File: src/rtl/video_frame_capture.sv
// Receive-side frame grabber: captures the top-left IMG_W x IMG_H window of one armed frame
// from a VS/HS/DE pixel stream into a frame-buffer write port, and measures the stream format.
module video_frame_capture #(
  parameter int IMG_W    = 225,
  parameter int IMG_H    = 225,
  parameter int H_ACTIVE = 640,
  parameter int V_ACTIVE = 480,
  parameter int ADDR_W   = 16,
  parameter int DATA_W   = 8
) (
  input  logic              clk_i,
  input  logic              rst_n,
  input  logic              i_vs,
  input  logic              i_hs,
  input  logic              i_de,
  input  logic [DATA_W-1:0] i_data,
  input  logic              i_arm,
  output logic              o_wr_en,
  output logic [ADDR_W-1:0] o_wr_addr,
  output logic [DATA_W-1:0] o_wr_data,
  output logic              o_busy,
  output logic              o_done,
  output logic              o_trunc,
  output logic [11:0]       o_width,
  output logic [11:0]       o_height,
  output logic              o_fmt_err
);

  localparam logic [11:0]       CNT_MAX  = 12'hFFF;
  localparam logic [11:0]       IMG_W_C  = 12'(IMG_W);
  localparam logic [11:0]       IMG_H_C  = 12'(IMG_H);
  localparam logic [11:0]       H_ACT_C  = 12'(H_ACTIVE);
  localparam logic [11:0]       V_ACT_C  = 12'(V_ACTIVE);
  localparam logic [ADDR_W-1:0] LAST_ADR = ADDR_W'(IMG_W * IMG_H - 1);

  typedef enum logic [1:0] {
    S_IDLE,
    S_ARMED,
    S_CAPTURE,
    S_DONE
  } state_t;

  state_t state_q, state_d;

  logic              vs_q, vs_d, vs_prev_q, vs_prev_d;
  logic              de_q, de_d, de_prev_q, de_prev_d;
  logic [DATA_W-1:0] data_q, data_d;
  logic              arm_q, arm_d;
  logic [11:0]       x_q, x_d, y_q, y_d;
  logic              seen_q, seen_d;
  logic [ADDR_W-1:0] addr_q, addr_d;

  logic              wr_en_q, wr_en_d;
  logic [ADDR_W-1:0] wr_addr_q, wr_addr_d;
  logic [DATA_W-1:0] wr_data_q, wr_data_d;
  logic              busy_q, busy_d;
  logic              done_q, done_d;
  logic              trunc_q, trunc_d;
  logic [11:0]       width_q, width_d;
  logic [11:0]       height_q, height_d;
  logic              fmt_err_q, fmt_err_d;

  logic              frame_start;
  logic              de_fall;
  logic              in_window;

  // HS carries no information this block needs; it is accepted for interface symmetry.
  logic              unused_hs;
  assign unused_hs = i_hs;

  always_ff @(posedge clk_i or negedge rst_n) begin
    if (!rst_n) begin
      state_q   <= S_IDLE;
      vs_q      <= 1'b0;
      vs_prev_q <= 1'b0;
      de_q      <= 1'b0;
      de_prev_q <= 1'b0;
      data_q    <= '0;
      arm_q     <= 1'b0;
      x_q       <= '0;
      y_q       <= '0;
      seen_q    <= 1'b0;
      addr_q    <= '0;
      wr_en_q   <= 1'b0;
      wr_addr_q <= '0;
      wr_data_q <= '0;
      busy_q    <= 1'b0;
      done_q    <= 1'b0;
      trunc_q   <= 1'b0;
      width_q   <= '0;
      height_q  <= '0;
      fmt_err_q <= 1'b0;
    end else begin
      state_q   <= state_d;
      vs_q      <= vs_d;
      vs_prev_q <= vs_prev_d;
      de_q      <= de_d;
      de_prev_q <= de_prev_d;
      data_q    <= data_d;
      arm_q     <= arm_d;
      x_q       <= x_d;
      y_q       <= y_d;
      seen_q    <= seen_d;
      addr_q    <= addr_d;
      wr_en_q   <= wr_en_d;
      wr_addr_q <= wr_addr_d;
      wr_data_q <= wr_data_d;
      busy_q    <= busy_d;
      done_q    <= done_d;
      trunc_q   <= trunc_d;
      width_q   <= width_d;
      height_q  <= height_d;
      fmt_err_q <= fmt_err_d;
    end
  end

  assign frame_start = vs_prev_q & ~vs_q;
  assign de_fall     = de_prev_q & ~de_q;
  assign in_window   = de_q && (x_q < IMG_W_C) && (y_q < IMG_H_C);

  always_comb begin
    state_d   = state_q;
    vs_d      = i_vs;
    vs_prev_d = vs_q;
    de_d      = i_de;
    de_prev_d = de_q;
    data_d    = i_data;
    arm_d     = i_arm;
    x_d       = x_q;
    y_d       = y_q;
    seen_d    = seen_q;
    addr_d    = addr_q;
    wr_en_d   = 1'b0;
    wr_addr_d = wr_addr_q;
    wr_data_d = wr_data_q;
    trunc_d   = 1'b0;
    width_d   = width_q;
    height_d  = height_q;
    fmt_err_d = fmt_err_q;

    if (de_fall) begin
      x_d = '0;
    end else if (de_q && x_q != CNT_MAX) begin
      x_d = x_q + 12'd1;
    end

    if (frame_start) begin
      y_d = '0;
    end else if (de_fall && y_q != CNT_MAX) begin
      y_d = y_q + 12'd1;
    end

    if (de_fall) begin
      width_d = x_q;
    end

    // The width compared here is the freshly updated one, so a line ending on the
    // frame-start cycle is still taken into account.
    if (frame_start) begin
      height_d = y_q;
      seen_d   = 1'b1;
      if (seen_q && (width_d != H_ACT_C || y_q != V_ACT_C)) begin
        fmt_err_d = 1'b1;
      end
    end

    case (state_q)
      S_IDLE: begin
        if (arm_q) begin
          state_d   = S_ARMED;
          fmt_err_d = 1'b0;
        end
      end
      S_ARMED: begin
        if (frame_start) begin
          state_d = S_CAPTURE;
          addr_d  = '0;
        end
      end
      S_CAPTURE: begin
        if (frame_start) begin
          state_d = S_DONE;
          trunc_d = 1'b1;
        end else if (in_window) begin
          wr_en_d   = 1'b1;
          wr_addr_d = addr_q;
          wr_data_d = data_q;
          addr_d    = addr_q + ADDR_W'(1);
          if (addr_q == LAST_ADR) begin
            state_d = S_DONE;
          end
        end
      end
      S_DONE: begin
        state_d = S_IDLE;
      end
      default: begin
        state_d = S_IDLE;
      end
    endcase

    // Status flops follow the next state so they line up with the state register.
    done_d = (state_d == S_DONE);
    busy_d = (state_d == S_ARMED) || (state_d == S_CAPTURE);
  end

  assign o_wr_en   = wr_en_q;
  assign o_wr_addr = wr_addr_q;
  assign o_wr_data = wr_data_q;
  assign o_busy    = busy_q;
  assign o_done    = done_q;
  assign o_trunc   = trunc_q;
  assign o_width   = width_q;
  assign o_height  = height_q;
  assign o_fmt_err = fmt_err_q;

endmodule

File: config.mk
export PLATFORM = sky130hd
export DESIGN_NAME = video_frame_capture
export DESIGN_NICKNAME = d
export VERILOG_FILES = /design/src/rtl/video_frame_capture.sv
export SDC_FILE = /design/constraint.sdc
export NUM_CORES = 1
export LEC_CHECK = 0
export ABC_AREA = 1
export BUFFER_PORTS_ARGS = -buffer_cell sky130_fd_sc_hd__buf_2
export CAP_MARGIN = 0
export CORE_ASPECT_RATIO = 0.8
export CORE_MARGIN = 5
export CORE_UTILIZATION = 31
export CTS_BUF_LIST = sky130_fd_sc_hd__clkbuf_2 sky130_fd_sc_hd__clkbuf_4 sky130_fd_sc_hd__clkbuf_8
export CTS_CLUSTER_SIZE = 25
export DETAILED_ROUTE_END_ITERATION = 10
export PLACE_DENSITY = 0.6
export REMOVE_ABC_BUFFERS = 1
export SLEW_MARGIN = 10
export SYNTH_ARGS = -nofsm -noshare
export SYNTH_HDL_FRONTEND = slang
export SYNTH_SLANG_ARGS = --single-unit
File: constraint.sdc
create_clock -name clk_i -period 1.65 [get_ports clk_i]
set_clock_uncertainty 0.1 [all_clocks]
set_input_delay 0.0825 -clock clk_i [delete_from_list [all_inputs] [get_ports clk_i]]
set_output_delay 0.0825 -clock clk_i [all_outputs]
set_load 0.01 [all_outputs]
==> results.sh <==
export IMPL_status="complete, but fails checks"
export IMPL_violations="setup timing"
export IMPL_setup_viol=16
export IMPL_hpwl_mm=9.95
export IMPL_peakVddDrop_mv=0.583
export IMPL_gp_congestion=0.896
export IMPL_synthCells=621
export IMPL_fmaxAchievable_mhz=596
export IMPL_p_sw_mw=2.62
export IMPL_syn_area_per_cell_um2=8.34
export IMPL_crit_start="x_q[0]"
export IMPL_routed_wl_met3_um=816
export IMPL_wl_met2_mm=6.11
export IMPL_vias=4832
export IMPL_viasPerCell=4.61
export IMPL_insertion_delay_ps=390
export IMPL_finalHoldViolations=0
export IMPL_slew_violations=0
export IMPL_worst_pin_slew_ps=478
export IMPL_ff_latch_area_um2=2730
export IMPL_fin_ws_ps=-27.4
export IMPL_min_period_ps=1680
export IMPL_design_area_um2=7670
export IMPL_r2r_setup_slack_ps=-30
export IMPL_synth_yosys_seq_area_share=0.526
export IMPL_dp_cells=993
export IMPL_ys_ff_latch=109
export IMPL_detailedRoute_firstPassIterationCount=5
export IMPL_drv_cap=0
export IMPL_worstPathRequired_ps=1840
export IMPL_die_w_um=155
export IMPL_arrival_ps=1860
export IMPL_cts_tree="yes"
export IMPL_fin_nets=844
export IMPL_critPathTopFamily="simple AND/OR/NAND/NOR gates"
export IMPL_clockBufferDepth=2
export IMPL_clockRootBuffer="clkbuf_8"
export IMPL_clock_sinks=109
export IMPL_multiInputGateArea_um2=2620
export IMPL_rr_startpoint="x_q[0]"
export IMPL_synth_warnings=0
export IMPL_p_leak_nw=3.76
export IMPL_cp_slowest_cell="dfrtp_1"
export IMPL_antenna_found_initial=0
export IMPL_worstPathMaxFanout=3
export IMPL_seq_power_share=0.413
export IMPL_port_buffers=65
export IMPL_postRouteAntennaNets=0
export IMPL_synthToLayoutAreaGrowth_pct=48.0
export IMPL_p_sw_frac=0.344
export IMPL_topRoutingLayerUsed="met4"
export IMPL_final_cells=1048
export IMPL_numCtsBuffers=9
export IMPL_first_global_vias=4530
export IMPL_hold_path_class="input port to async pin"
export IMPL_drc_errors=0
export IMPL_drt_first_iter_violations=283
export IMPL_start_util=0.314
export IMPL_power_share_combinational=0.339
export IMPL_wl_met1_mm=7.37
export IMPL_crit_type="flop to flop"
export IMPL_fin_crit_sh=1.02
export IMPL_die_y_um=126
export IMPL_dpl_cell_area_um2=6490
export IMPL_cp_depth=9
export IMPL_die_area_um2=19400
export IMPL_synth_area_um2=5180
export IMPL_powerDensity_nw_per_um2=992
export IMPL_antenna_cells=0
export IMPL_clkTransAtPathRegs_ps=100
export IMPL_setup_tns_ps=-138
export IMPL_critical_path_max_stage_delay_ps=430
export IMPL_wl_per_cell_um=13.8
export IMPL_critPathCaptureType="flop"
export IMPL_wl_mm=14.5
export IMPL_slew_headroom=0.680
export IMPL_ys_types=32
export IMPL_nFillCells=1603
export IMPL_grt_pass1_wl_mm=23.1
export IMPL_htreeDepth=3
export IMPL_grt_setup_unrepaired="true"
export IMPL_pin_count=67
export IMPL_cellInternalPower_mw=4.99
export IMPL_clkPwrFrac=0.248
export IMPL_num_rows=42
export IMPL_reg2reg_to="o_busy"
export IMPL_grt_max_degree=36
export IMPL_drive_gt1_frac=0.438
export IMPL_start_kind="flop"
export IMPL_grt_remaining_overflow=0
export IMPL_grt_usage=0.146
export IMPL_r2r_cells=9
export IMPL_crit_buf_inv=1
export IMPL_core_um2=16500
export IMPL_cp_cell_sequence="inv_2, ha_4, nand3_2, nand3_2, nand3_4, nor2_4, nand4_1, nand3_2, ha_4"
export IMPL_cpMostUsedCell="nand3_2"
cell families after synthesis:
kind of cell    count (synthesis)  share of synthesized area
simple gates                  345                      0.287
flops                         109                      0.526
buf+inv                        83                     0.0720
compound gates                 66                     0.0792
xor+xnor                       11                     0.0186
fa+ha+maj                       7                     0.0169
layout by cell type, fill, tap and decap left out, types with 7 or more instances in the layout:
cell type	count
nor3_1	7
buf_2	64
nand2_2	44
nand4_1	17
inv_2	11
buf_4	108
nor2_1	42
o21ai_1	16
nor3_2	9
clkbuf_8	11
dfrtp_1	107
nand2_1	138
nor2_2	11
xor2_1	11
buf_6	11
dlygate4sd3_1	13
nand2_4	16
inv_1	52
nand3_2	15
nand3_1	37
o21ai_0	21
o21ai_2	21
stage by stage:
step           setup WS [ps]  hold slack, ps  power, mW  utilization
5_1_grt                 -103             165       7.99        0.465
3_3_place_gp            -187            -136       4.82        0.393
6_report               -27.4             151       7.61        0.465
3_5_place_dp            -154            -136       4.83        0.393
4_1_cts                -74.7             144       7.38        0.434
2_1_floorplan           -436            -313       3.98            -
synth_stat cells, drive strengths merged:
master,count,area (um^2)
nand2,198,753
dfrtp,109,2730
inv,66,248
o21ai,59,367
nor2,57,236
nand3,53,275
nand4,17,106
nor3,17,95.1
buf,11,101
xor2,11,96.3
ha,7,87.6
a21oi,5,28.8
clkbuf,5,20.0
o31ai,2,15.0
or2,2,12.5
clkinv,1,3.75
nand3b,1,7.51
routing by layer:
layer / up-vias / track usage
met1: 2266 / 0.225
li1: 2409 / -
met4: 0 / 0.0369
met5: - / 0
met2: 135 / 0.203
met3: 22 / 0.0394
sequential cells by signal, indices dropped and copies added, names as in the netlist, 2 cells and up:
name and cells:
y_q 12, o_height 12, o_wr_addr 16, o_width 12, addr_q 16, data_q 8, x_q 12, state_q 2
o_wr_data 8
repair_timing:
item / in CTS / in global routing
endpoints found under the setup margin: 67 / 67
gates resized for setup: 65 / 112
hold buffers: 13 / 0
endpoints found under the hold margin: 120 / 0
buffers inserted: 9 / 12
pin swaps: 20 / 41
cloned: 3 / 2
area by class of cell:
type | instances | share of cell area
multi-input cells | 432 | 0.341
flip-flops and latches | 109 | 0.356
inverters | 67 | 0.0346
clock buffers | 13 | 0.0217
well taps | 220 | 0.0359
repair buffers | 204 | 0.202
clock inverters | 3 | 0.00881
worst register-to-register path: stages, from the launching register on:
cell and delay (ps):
dfrtp_1 430, inv_2 100, ha_4 130, nand3_2 70, nand3_2 90, nand3_4 90
nor2_4 130, nand4_1 130, nand3_2 120, ha_4 200
how the worst max path moves through the flow:
stage                                to  slack [ps]
after global placement           o_busy        -190
after CTS                        o_busy         -70
final                            o_busy         -30
after floorplan               addr_q[1]        -440
after global routing      o_wr_addr[13]        -100
after detailed placement      addr_q[4]        -150
power groups by stage:
stage | clock network [mW] | registers, mW | logic (mW)
after detailed placement | 0 | 3.16 | 1.67
after floorplan | 0 | 3.24 | 0.743
after global routing | 2.05 | 3.18 | 2.77
after global placement | 0 | 3.17 | 1.65
final | 1.89 | 3.14 | 2.58
after CTS | 1.98 | 3.13 | 2.27
Note: power is estimated with default switching activity, not from simulation.
